`src/rtl/rf_wb_pkg.sv`:
```
// Shared types and constants for the register-unit write-back scheduler.
package rf_wb_pkg;

  localparam int unsigned XLEN   = 32;
  localparam int unsigned REG_AW = 5;
  localparam int unsigned NREG   = 2 ** REG_AW;

  typedef logic [REG_AW-1:0] reg_idx_t;
  typedef logic [NREG-1:0]   busy_vec_t;

  // One write-back request as presented by a requester.
  typedef struct packed {
    logic            valid;
    reg_idx_t        rd;
    logic [XLEN-1:0] data;
  } wb_req_t;

endpackage

```
`src/rtl/rr_arb2.sv`:
```
// Two-way round-robin arbiter. req[0]/gnt[0] is requester A, req[1]/gnt[1] is B.
// The pointer remembers the last granted requester; after reset A has priority.
module rr_arb2 (
  input  logic       clk,
  input  logic       rst_n,
  input  logic [1:0] req,
  output logic [1:0] gnt,
  output logic       onehot0
);

  logic prio_b_q, prio_b_d;

  // Pointer register: 1 means B wins the next contended cycle.
  always_ff @(posedge clk or negedge rst_n) begin
    if (!rst_n) begin
      prio_b_q <= 1'b0;
    end else begin
      prio_b_q <= prio_b_d;
    end
  end

  // Next pointer: the requester not granted this cycle gets priority next.
  always_comb begin
    prio_b_d = prio_b_q;
    if (gnt[0]) begin
      prio_b_d = 1'b1;
    end else if (gnt[1]) begin
      prio_b_d = 1'b0;
    end
  end

  // Grant: a lone requester always wins; on contention the pointer decides.
  always_comb begin
    gnt = req;
    if (req == 2'b11) begin
      gnt = prio_b_q ? 2'b10 : 2'b01;
    end
    onehot0 = ~(gnt[0] & gnt[1]);
  end

endmodule

```
`src/rtl/rf_wb_scheduler.sv`:
```
// Write-back scheduler and scoreboard for the 32x32 register unit.
// Requester A (ALU/EX) and B (load/mul) share the single write port through a
// round-robin arbiter; a busy bit per register stalls decode on RAW/WAW hazards.
// Optional macro RF_WB_PERF_EN adds stall / contention performance counters.
module rf_wb_scheduler
  import rf_wb_pkg::*;
(
  input  logic            clk,
  input  logic            rst_n,
  input  logic            iss_valid,
  input  reg_idx_t        iss_rs1,
  input  reg_idx_t        iss_rs2,
  input  reg_idx_t        iss_rd,
  input  logic            iss_rd_en,
  output logic            iss_stall,
  input  logic            wa_valid,
  input  reg_idx_t        wa_rd,
  input  logic [XLEN-1:0] wa_data,
  output logic            wa_ready,
  input  logic            wb_valid,
  input  reg_idx_t        wb_rd,
  input  logic [XLEN-1:0] wb_data,
  output logic            wb_ready,
  output logic            rf_we,
  output reg_idx_t        rf_rd,
  output logic [XLEN-1:0] rf_wdata,
`ifdef RF_WB_PERF_EN
  output logic [31:0]     perf_stall_cnt,
  output logic [31:0]     perf_conflict_cnt,
`endif
  output busy_vec_t       busy_vec
);

  busy_vec_t       busy_q, busy_d;
  logic            we_q, we_d;
  reg_idx_t        rd_q, rd_d;
  logic [XLEN-1:0] wd_q, wd_d;

  wb_req_t    req_a, req_b, win;
  logic [1:0] gnt;
  logic       gnt_ok;
  logic       xfer;
  logic       accept;

  assign req_a = '{valid: wa_valid, rd: wa_rd, data: wa_data};
  assign req_b = '{valid: wb_valid, rd: wb_rd, data: wb_data};

  rr_arb2 u_arb (
    .clk     (clk),
    .rst_n   (rst_n),
    .req     ({wb_valid, wa_valid}),
    .gnt     (gnt),
    .onehot0 (gnt_ok)
  );

  // Hazard check against registered busy bits only; x0 never participates.
  always_comb begin
    iss_stall = iss_valid &
                ((busy_q[iss_rs1] & (iss_rs1 != '0)) |
                 (busy_q[iss_rs2] & (iss_rs2 != '0)) |
                 (iss_rd_en & (iss_rd != '0) & busy_q[iss_rd]));
    accept    = iss_valid & ~iss_stall;
  end

  // Grant steering: pick the winning request and flag the transfer.
  always_comb begin
    wa_ready = gnt[0];
    wb_ready = gnt[1];
    win      = gnt[1] ? req_b : req_a;
    xfer     = (|gnt) & gnt_ok & win.valid;
  end

  // Next-state for the write port and scoreboard; set is applied after clear so
  // a fresh issue to a register being written (non-busy) stays pending.
  always_comb begin
    we_d   = xfer & (win.rd != '0);
    rd_d   = rd_q;
    wd_d   = wd_q;
    busy_d = busy_q;
    if (we_d) begin
      rd_d           = win.rd;
      wd_d           = win.data;
      busy_d[win.rd] = 1'b0;
    end
    if (accept && iss_rd_en && (iss_rd != '0)) begin
      busy_d[iss_rd] = 1'b1;
    end
  end

  // Write-port and scoreboard registers.
  always_ff @(posedge clk or negedge rst_n) begin
    if (!rst_n) begin
      we_q   <= 1'b0;
      rd_q   <= '0;
      wd_q   <= '0;
      busy_q <= '0;
    end else begin
      we_q   <= we_d;
      rd_q   <= rd_d;
      wd_q   <= wd_d;
      busy_q <= busy_d;
    end
  end

  assign rf_we    = we_q;
  assign rf_rd    = rd_q;
  assign rf_wdata = wd_q;
  assign busy_vec = busy_q;

`ifdef RF_WB_PERF_EN
  logic [31:0] stall_cnt_q, conflict_cnt_q;

  // Free-running counters of stalled cycles and contended arbitration cycles.
  always_ff @(posedge clk or negedge rst_n) begin
    if (!rst_n) begin
      stall_cnt_q    <= '0;
      conflict_cnt_q <= '0;
    end else begin
      if (iss_stall) begin
        stall_cnt_q <= stall_cnt_q + 32'd1;
      end
      if (wa_valid && wb_valid) begin
        conflict_cnt_q <= conflict_cnt_q + 32'd1;
      end
    end
  end

  assign perf_stall_cnt    = stall_cnt_q;
  assign perf_conflict_cnt = conflict_cnt_q;
`endif

endmodule
```
`config.mk`:
```
export PLATFORM = sky130hd
export DESIGN_NAME = rf_wb_scheduler
export DESIGN_NICKNAME = d
export VERILOG_FILES = /design/src/rtl/rf_wb_pkg.sv /design/src/rtl/rr_arb2.sv /design/src/rtl/rf_wb_scheduler.sv
export SDC_FILE = /design/constraint.sdc
export NUM_CORES = 1
export LEC_CHECK = 0
export BUFFER_PORTS_ARGS = -buffer_cell sky130_fd_sc_hd__clkbuf_2
export CORE_ASPECT_RATIO = 0.75
export CORE_MARGIN = 1.5
export CORE_UTILIZATION = 37
export DETAILED_ROUTE_END_ITERATION = 7
export PLACE_DENSITY_LB_ADDON = 0.25
export REMOVE_ABC_BUFFERS = 1
export SLEW_MARGIN = 20
export SYNTH_ARGS = -nofsm -noshare
export SYNTH_HDL_FRONTEND = slang
export SYNTH_SLANG_ARGS = --single-unit
```
`constraint.sdc`:
```
create_clock -name clk -period 3.39 [get_ports clk]
set_input_delay 0.5085 -clock clk [delete_from_list [all_inputs] [get_ports clk]]
set_output_delay 0.5085 -clock clk [all_outputs]
set_load 0.01 [all_outputs]
```
; Yosys cells after proc, flatten, opt, wreduce, memory -nomap -nowiden
; Index checks and enable logic that the tools add are counted.
[totals]
mem_bits_rw = 0
regBits = 71
romBits = 0
mem_count = 0
latch_bits = 0
output_inout_bits = 73
[op_classes]
n_shift = 0
n_div = 0
muxes = 17
order_cmp = 6
n_addsub = 0
reduce_logical = 10
n_eq_ne = 1
multipliers = 0
bitwise_logic = 17
[op_table]
columns = operator, count
row1 = $mux 32, 2
row2 = $mux 38, 1
row3 = $and 32x32->32, 1
row4 = $not 32->32, 1
row5 = $or 32x32->32, 1
row6 = $lt 5x6->1 const B, 4
row7 = $reduce_bool 5->1, 4
row8 = $bmux 1 s5, 3
row9 = $and 1x1->1, 10
row10 = $demux 1 s5, 2
row11 = $ge 5x1->1 const B, 2
row12 = $mux 1, 7
row13 = $logic_and 1x1->1, 4
row14 = $mux 2, 2
row15 = $eq 2x2->1 const B, 1
row16 = $not 1->1, 2
row17 = $or 1x1->1, 2
row18 = $reduce_bool 2->1, 1
row19 = $reduce_or 2->1, 1

; Longest topological paths before layout
; Gate-level depths: netlist of run 1.
[logic_depth]
ltp_word = 12
ltp_mapped = 13
depth_no_buf = 9

; Hierarchy
; Synthesis of run 1 repeated with hierarchy kept, for this count alone.
[hier_totals]
hier_cells = 474
hier_area_um2 = 4411.7
[by_module_without_submodules]
columns = mod, seq_area_each_um2, cells_per_inst, instances, area_each_um2
row1 = rf_wb_scheduler, 1751.7, 465, 1, 4340.4
row2 = rr_arb2, 25.0, 9, 1, 71.3

; Worst setup path after synthesis of run 1
; Ideal clock, no wire load.
[synth_path]
path_kind = input to register
start = in wa_valid
end = reg wd_q[20] (netlist: rf_wdata[20])
path_stages = 12
setup_time_ns = 0.136
path_buffers = 5
arrival_time_ns = 3.027
slack_ns = 0.227
required_ns = 3.254
cell_sequence = nand2b_1 > nand2_1 > buf_2 > buf_2 > buf_1 > ha_1 > o21ai_0 > inv_1 > o31ai_1 > clkbuf_1 > clkbuf_1 > o21ai_0
[synth_via]
elab_chain_cells = 7
[synth_lines]
columns = element, line_no
row1 = start: declaration, rf_wb_scheduler.sv:16  ; input logic wa_valid,
row2 = $eq 2x2->1, rr_arb2.sv:35  ; if (req == 2'b11) begin
row3 = $mux 2, rr_arb2.sv:35
row4 = $and 1x1->1, rr_arb2.sv:38  ; onehot0 = ~(gnt[0] & gnt[1]);
row5 = $not 1->1, rr_arb2.sv:38
row6 = $and 1x1->1 (2 in a row), rf_wb_scheduler.sv:70  ; xfer = (|gnt) & gnt_ok & win.valid;
row7 = $and 1x1->1, rf_wb_scheduler.sv:76  ; we_d = xfer & (win.rd != '0);
row8 = end signal: assignment, rf_wb_scheduler.sv:100  ; wd_q <= wd_d;
row9 = end: declaration, rf_wb_scheduler.sv:37  ; logic [XLEN-1:0] wd_q, wd_d;
; Parallel ways exist; a longest one is shown, timed or not.
; A chain may end at the register's enable or synchronous reset.

; Final worst setup path of run 1
[layout_path]
start = in iss_rs2[0]
end = out iss_stall
[layout_via]
elab_chain_cells = 6
[layout_lines]
columns = element, line_no
row1 = start: declaration, rf_wb_scheduler.sv:12  ; input reg_idx_t iss_rs2,
row2 = $bmux 1 s5, rf_wb_scheduler.sv:60  ; (busy_q[iss_rs2] & (iss_rs2 != '0)) |
row3 = $mux 1 (not written as such), rf_wb_scheduler.sv:60
row4 = $and 1x1->1 (*), rf_wb_scheduler.sv:60
row5 = $or 1x1->1 (*), rf_wb_scheduler.sv:59  ; ((busy_q[iss_rs1] & (iss_rs1 != '0)) |
row6 = $or 1x1->1 (*), rf_wb_scheduler.sv:60
row7 = $and 1x1->1 (*), rf_wb_scheduler.sv:58  ; iss_stall = iss_valid &
row8 = end: declaration, rf_wb_scheduler.sv:15  ; output logic iss_stall,
; Mark *: on every way between the ends. The rest lies on a longest branch, timed or not. The select of a mux whose other input is x is not followed.

==> out/metrics.yaml, run 1 <==
outcome:
  status: "finished, final reports clean"
timing:
  skew_ps: 11.8
  rsz0062_at_grt: "no"
  min_period_ps: 3170
  slew_viol_final: 0
  max-slew-margin-rel: 0.463
  finalSetupTns_ps: 0
  max_freq_ghz: 0.315
  setup_viol: 0
  fin_crit_sh: 0.936
  hold_viol_final: 0
  tightest_slew_ps: 802
clock_network:
  hold_buffers: 0
  cts_setup_buffers: 0
  post_cts_resized: 0
  cts_buffer_depth: 2
  cts_tree: "yes"
  worst_skew_pair.late_latency_ps: 330
  cts.clk_slew.worst_paths_ps: 60
  clockRootBuffer: "clkbuf_16"
  h-tree-depth: 3
  cts_buffers: 9
  cts_sinks: 71
setup_path:
  r2r_slack_ps: 690
  worstSetupEndpointType: "output pin"
  cp-startpoint: "iss_rs2[0]"
  worstSetupPathType: "in2out"
  r2r-start: "u_arb.prio_b_q$_DFFE_PN0P_"
  required_ps: 2880
  path_max_fanout: 8
  worst_setup_path_start_kind: "input pin"
  r2r_cells: 8
  crit_arrival_ps: 2660
pwr:
  p_sw_frac: 0.357
  switching_power_mw: 1.17
  clkPwrFrac: 0.288
  ir_worst_vdd_mv: 0.272
  intPower_mw: 2.10
  p_comb_frac: 0.325
  p_leak_nw: 2.80
  p_per_area_nw_per_um2: 581
  seq_power_share: 0.387
cells_and_area:
  fin_nets: 675
  syn_to_final_growth_pct: 29.8
  regArea_sq_um: 1780
  fin_area_sq_um: 5630
  final_util: 0.490
  fillCellCount: 1094
  antenna_cells: 0
  drive_above_1_share: 0.385
  instances_no_fill: 728
  multiInputGateArea_sq_um: 2380
route:
  drt_iter0_drc: 415
  drc_errors: 0
  ant_nets: 0
  wirelength_mm: 14.0
  drt_first_pass_iters: 5
  vias_per_cell: 5.77
  via_count: 4198
  post_drt_wl_per_cell_um: 19.3
synthesis:
  postSynthAreaPerCell_sq_um: 10.3
  synth-edff-count: 0
  synth_most_common_cell: "dfrtp_1"
  synth_top_area_cell: "dfrtp_1"
  synth_seq_cells: 71
  netlist_area_sq_um: 4330
  synth.top_cell.area_share: 0.410
  yosysSeqAreaShare: 0.410
  async_flop_share: 1.00
  ys_types: 42
  yosysWarningCount: 0
  synth_flop_cell: "dfrtp_1"
  synth.top_cells.by_area: "dfrtp_1 41%, mux2i_1 13%, mux4_2 8.3%"
  synthTopCellsByCount: "71 x dfrtp_1, 56 x mux2i_1, 53 x o21ai_0, 50 x nand2_1, 29 x o41ai_1"
  syn_inst: 420
floorplanning:
  die_w_um: 128
  num_rows: 34
  die-area_sq_um: 12400
  dieHeight_um: 96.7
  io_pins: 168
  start_util: 0.377
  core_sq_um: 11500
grt:
  grt_pass1_wl_mm: 22.2
  grt.total_usage: 0.231
  grt_pass1_vias: 4163
  antenna_found_initial: 0
  grt_max_degree: 55
  grt_overflow_total: 0
flow_run:
  max_cap_viol_count: 0
placed_design:
  dp_hpwl_mm: 10.4
  postPlaceCellArea_sq_um: 5330
  placed_cells: 712
  io_buffers: 167
  gp_congestion: 0.960
hold_path:
  worstHoldPathType: "in2async"
## layout by cell type, fill, tap and decap left out, drive strengths merged, types with 2 or more instances in the layout
cell,netlist,routed
nand2,50,50
nand3,7,7
o21ai,53,53
a22oi,2,2
nand3b,5,5
or2,2,2
nor2b,5,5
nor3,3,3
and3,3,3
nor2,11,11
or3b,2,2
nand4b,4,4
nor4,2,2
o41ai,33,33
buf,14,16
inv,8,9
a21oi,2,2
o22ai,5,5
clkbuf,20,176
dfrtp,71,71
a31oi,4,4
nor3b,4,4
mux4,16,16
mux2,2,2
nand2b,6,6
o31ai,18,18
mux2i,56,56
clkinv,0,3
## area by class of cell
| class | instances | share of cell area |
|---|---|---|
| clock buffers | 10 | 0.0407 |
| clock inverters | 6 | 0.0122 |
| inverters | 8 | 0.00534 |
| multi-input cells | 307 | 0.423 |
| flip-flops and latches | 71 | 0.316 |
| well taps | 144 | 0.0320 |
| repair buffers | 182 | 0.171 |
## sequential cells by signal, summed over array words and instances (netlist names)
| name | cells |
|---|---|
| rf_rd | 5 |
| u_arb.prio_b_q | 1 |
| busy_vec | 32 |
| rf_we | 1 |
| rf_wdata | 32 |
## kinds of logic (layout without fill, tap and decap cells)
group                      count (synthesis)  in the layout  share of synthesized area
DFF                                       71             71                      0.410
muxes                                     74             74                      0.218
AOI/OAI and AO/OA                        124            124                      0.200
buffers and inverters                     42            206                     0.0447
adders and majority gates                  1              1                    0.00289
and+or+nand+nor                          108            108                      0.125
## power by group through the flow
stage / Sequential (mW) / Combinational [mW] / Clock [mW]
2_1_floorplan: 1.31 / 0.479 / 0
3_3_place_gp: 1.27 / 1.05 / 0
3_5_place_dp: 1.27 / 1.07 / 0
4_1_cts: 1.26 / 1.07 / 0.963
5_1_grt: 1.29 / 1.16 / 1.00
6_report: 1.26 / 1.06 / 0.941
## per-layer routing
metal,routed length [um],GRT usage,part of all wire
met3,1470,0.0758,0.10
met1,6060,0.324,0.43
met4,229,0.0588,0.016
met5,0,0,0
met2,6270,0.344,0.45
## critical path, cell delays in order
cell and delay (ps):
clkbuf_2 260, mux4_2 540, nor3b_1 150, a31oi_1 140, nor2b_1 50, or4_1 430
o41a_1 450, clkbuf_2 130
## stage by stage
stage          hold slack, ps  power (mW)  setup WS, ps
2_1_floorplan             213        1.79         -3280
3_3_place_gp              429        2.32           255
3_5_place_dp              433        2.34           237
4_1_cts                   267        3.29           220
5_1_grt                   295        3.46          71.9
6_report                  237        3.27           218
## worst paths after layout
| check | endpoint |
|---|---|
| min in group clk | busy_vec[0]$_DFF_PN0_ |
| setup reg to reg | busy_vec[26]$_DFF_PN0_ |
| setup / recovery | iss_stall |
| max in group asynchronous | busy_vec[18]$_DFF_PN0_ |
| hold / removal | rf_wdata[5]$_DFFE_PN0N_ |
| hold reg to reg | busy_vec[0]$_DFF_PN0_ |
Power figures use the tool's default switching activity.
==> run 2: changes to the inputs <==
==> constraint.sdc (replaced) <==
create_clock -name clk -period 3 [get_ports clk]
set_input_delay 0.15 -clock clk [delete_from_list [all_inputs] [get_ports clk]]
set_output_delay 0.15 -clock clk [all_outputs]
set_load 0.01 [all_outputs]
==> run 2 against run 1 <==
Compared with the run above: power increased by 16%; critical path depth decreased by 1; critical endpoint unchanged; via count increased by 1.0%.
==> out/metrics.yaml, run 2 (synthesis gave the netlist of run 1 again) <==
route:
  wirelength_mm: 14.2  # was 14.0 mm
  drt_first_pass_iters: 6  # was 5
  vias_per_cell: 5.86  # was 5.77
  drt_iter0_drc: 415  # unchanged
  post_drt_wl_per_cell_um: 19.6  # was 19.3 um
  ant_nets: 0  # unchanged
  drc_errors: 0  # unchanged
  via_count: 4240  # was 4198
  wl_met2_mm: 6.49  # was 6.27 mm
  wl_met1_mm: 6.02  # was 6.06 mm
  dr_wl_met3_mm: 1.38  # was 1.47 mm
  dr.max_layer_used: "met4"  # unchanged
pwr:
  intPower_mw: 2.46  # was 2.10 mW
  p_sw_frac: 0.349  # was 0.357
  p_per_area_nw_per_um2: 671  # was 581 nW/um^2
  p_comb_frac: 0.311  # was 0.325
  seq_power_share: 0.380  # was 0.387
  clkPwrFrac: 0.308  # was 0.288
  switching_power_mw: 1.32  # was 1.17 mW
  total_power_mw: 3.78  # was 3.27 mW
  p_leak_nw: 2.80  # about the same
  ir_worst_vdd_mv: 0.271  # was 0.272 mV
clock_network:
  clockRootBuffer: "clkbuf_16"  # unchanged
  cts_buffer_depth: 2  # unchanged
  cts_tree: "yes"  # unchanged
  cts.clk_slew.worst_paths_ps: 60  # about the same
  h-tree-depth: 3  # unchanged
  cts_setup_buffers: 0  # unchanged
  cts_sinks: 71  # unchanged
  worst_skew_pair.late_latency_ps: 340  # was 330 ps
  cts_buffers: 9  # unchanged
  post_cts_resized: 0  # unchanged
grt:
  grt_max_degree: 75  # was 55
  grt_pass1_wl_mm: 22.5  # was 22.2 mm
  antenna_found_initial: 0  # unchanged
  grt_pass1_vias: 4020  # was 4163
  grt.total_usage: 0.236  # was 0.231
  grt_overflow_total: 0  # unchanged
floorplanning:
  num_rows: 34  # unchanged
  dieHeight_um: 96.7  # unchanged
  die-area_sq_um: 12400  # unchanged
  core_sq_um: 11500  # unchanged
  start_util: 0.377  # unchanged
  die_w_um: 128  # unchanged
  io_pins: 168  # unchanged
timing:
  skew_ps: 7.61  # was 11.8 ps
  tightest_slew_ps: 783  # was 802 ps
  min_period_ps: 2740
  max_freq_ghz: 0.365
  rsz0062_at_grt: "no"  # unchanged
  setup_viol: 0  # unchanged
  whs_ps: 97.9  # was 237 ps
  hold_viol_final: 0  # unchanged
  finalSetupTns_ps: 0  # unchanged
  max-slew-margin-rel: 0.475  # was 0.463
  slew_viol_final: 0  # unchanged
  fin_ws_ps: 262  # was 218 ps
  fin_crit_sh: 0.913
placed_design:
  io_buffers: 167  # unchanged
  dp_hpwl_mm: 10.5  # was 10.4 mm
  gp_congestion: 0.894  # was 0.960
  postPlaceCellArea_sq_um: 5300  # was 5330 sq um
  preCtsSetupSlack_ps: 447  # was 237 ps
  placed_cells: 707  # was 712
cells_and_area:
  fillCellCount: 1093  # was 1094
  fin_area_sq_um: 5640  # was 5630 sq um
  final_util: 0.491  # was 0.490
  antenna_cells: 0  # unchanged
  fin_nets: 671  # was 675
  final_cell_mix: "166 x clkbuf_2, 71 x dfrtp_1, 56 x mux2i_1, 53 x o21ai_0, 49 x nand2_1"  # unchanged
  final_common_cell: "clkbuf_2"  # unchanged
  multiInputGateArea_sq_um: 2380  # unchanged
  syn_to_final_growth_pct: 30.1  # was 29.8%
  drive_above_1_share: 0.379  # was 0.385
  regArea_sq_um: 1780  # unchanged
  instances_no_fill: 724  # was 728
setup_path:
  worstPathCellList: "mux4_2 > nor3b_1 > a31oi_1 > nor2b_1 > or4_1 > o41a_1 > clkbuf_2"  # was clkbuf_2 > mux4_2 > nor3b_1 > a31oi_1 > nor2b_1 > or4_1 > o41a_1 > clkbuf_2
  crit_slowest_cell: "mux4_2"  # unchanged
  cpPeakStageDelay_ps: 480  # was 540 ps
  worstSetupEndpointType: "output pin"  # unchanged
  worst_setup_path_start_kind: "flop"  # was input pin
  worstSetupPathType: "reg2out"  # was in2out
  required_ps: 2850  # was 2880 ps
  crit_arrival_ps: 2590  # was 2660 ps
  path_max_fanout: 5  # was 8
hold_path:
  worstHoldPathType: "in2reg"  # was in2async
outcome:
  status: "finished, final reports clean"  # unchanged
flow_run:
  max_cap_viol_count: 0  # unchanged
[run 2: cell count changes in the layout (fill, tap and decap cells not counted), sizes merged]
cell | before | now
dlygate4sd3 | 0 | 1
buf | 16 | 11
bufinv | 1 | 2
clkbuf | 176 | 177
inv | 9 | 8
clkinv | 3 | 2
[run 2: power groups by stage]
stage                     clock (mW)  combinational (mW)  sequential, mW
final                           1.17                1.18            1.44
after CTS                       1.18                1.19            1.44
after floorplan                    0               0.542            1.48
after global routing            1.24                1.29            1.47
after detailed placement           0                1.18            1.45
after global placement             0                1.16            1.43
[run 2: final cells by class]
class / instances / share of cell area
multi-input cells: 307 / 0.422
clock inverters: 5 / 0.0144
well taps: 144 / 0.0320
flip-flops and latches: 71 / 0.315
clock buffers: 11 / 0.0431
inverters: 8 / 0.00533
repair buffers: 178 / 0.168
[run 2: path summary, 6_finish.rpt]
kind,from,end,slack (ps),cells past startpoint
worst min-delay path,wb_data[31],rf_wdata[31]$_DFFE_PN0N_,100,3
worst min register to register,busy_vec[0]$_DFF_PN0_,busy_vec[0]$_DFF_PN0_,420,0
min in group asynchronous,rst_n,rf_wdata[24]$_DFFE_PN0N_,210,2
max in group asynchronous,rst_n,busy_vec[0]$_DFF_PN0_,2180,3
worst max register to register,busy_vec[11]$_DFF_PN0_,busy_vec[24]$_DFF_PN0_,420,7
worst max-delay path,busy_vec[11]$_DFF_PN0_,iss_stall,260,7
[run 2: worst max-delay path: cells and delay by family, from the launching register on]
kind,cells,cell delay [ps]
AO/OA/AOI/OAI,2,580
buffers and inverters,1,130
flip-flops,1,440
multiplexers,1,480
AND/OR/NAND/NOR,3,610
[run 2: per-layer routing]
layer / GRT usage / vias up
li1: - / 1932
met1: 0.345 / 2050
met2: 0.349 / 232
met3: 0.0514 / 26
met4: 0.0717 / 0
met5: 0 / -
[run 2: what timing repair did]
action,CTS,global route
hold endpoints to repair,9,0
hold buffers,1,0
setup endpoints to repair,0,0
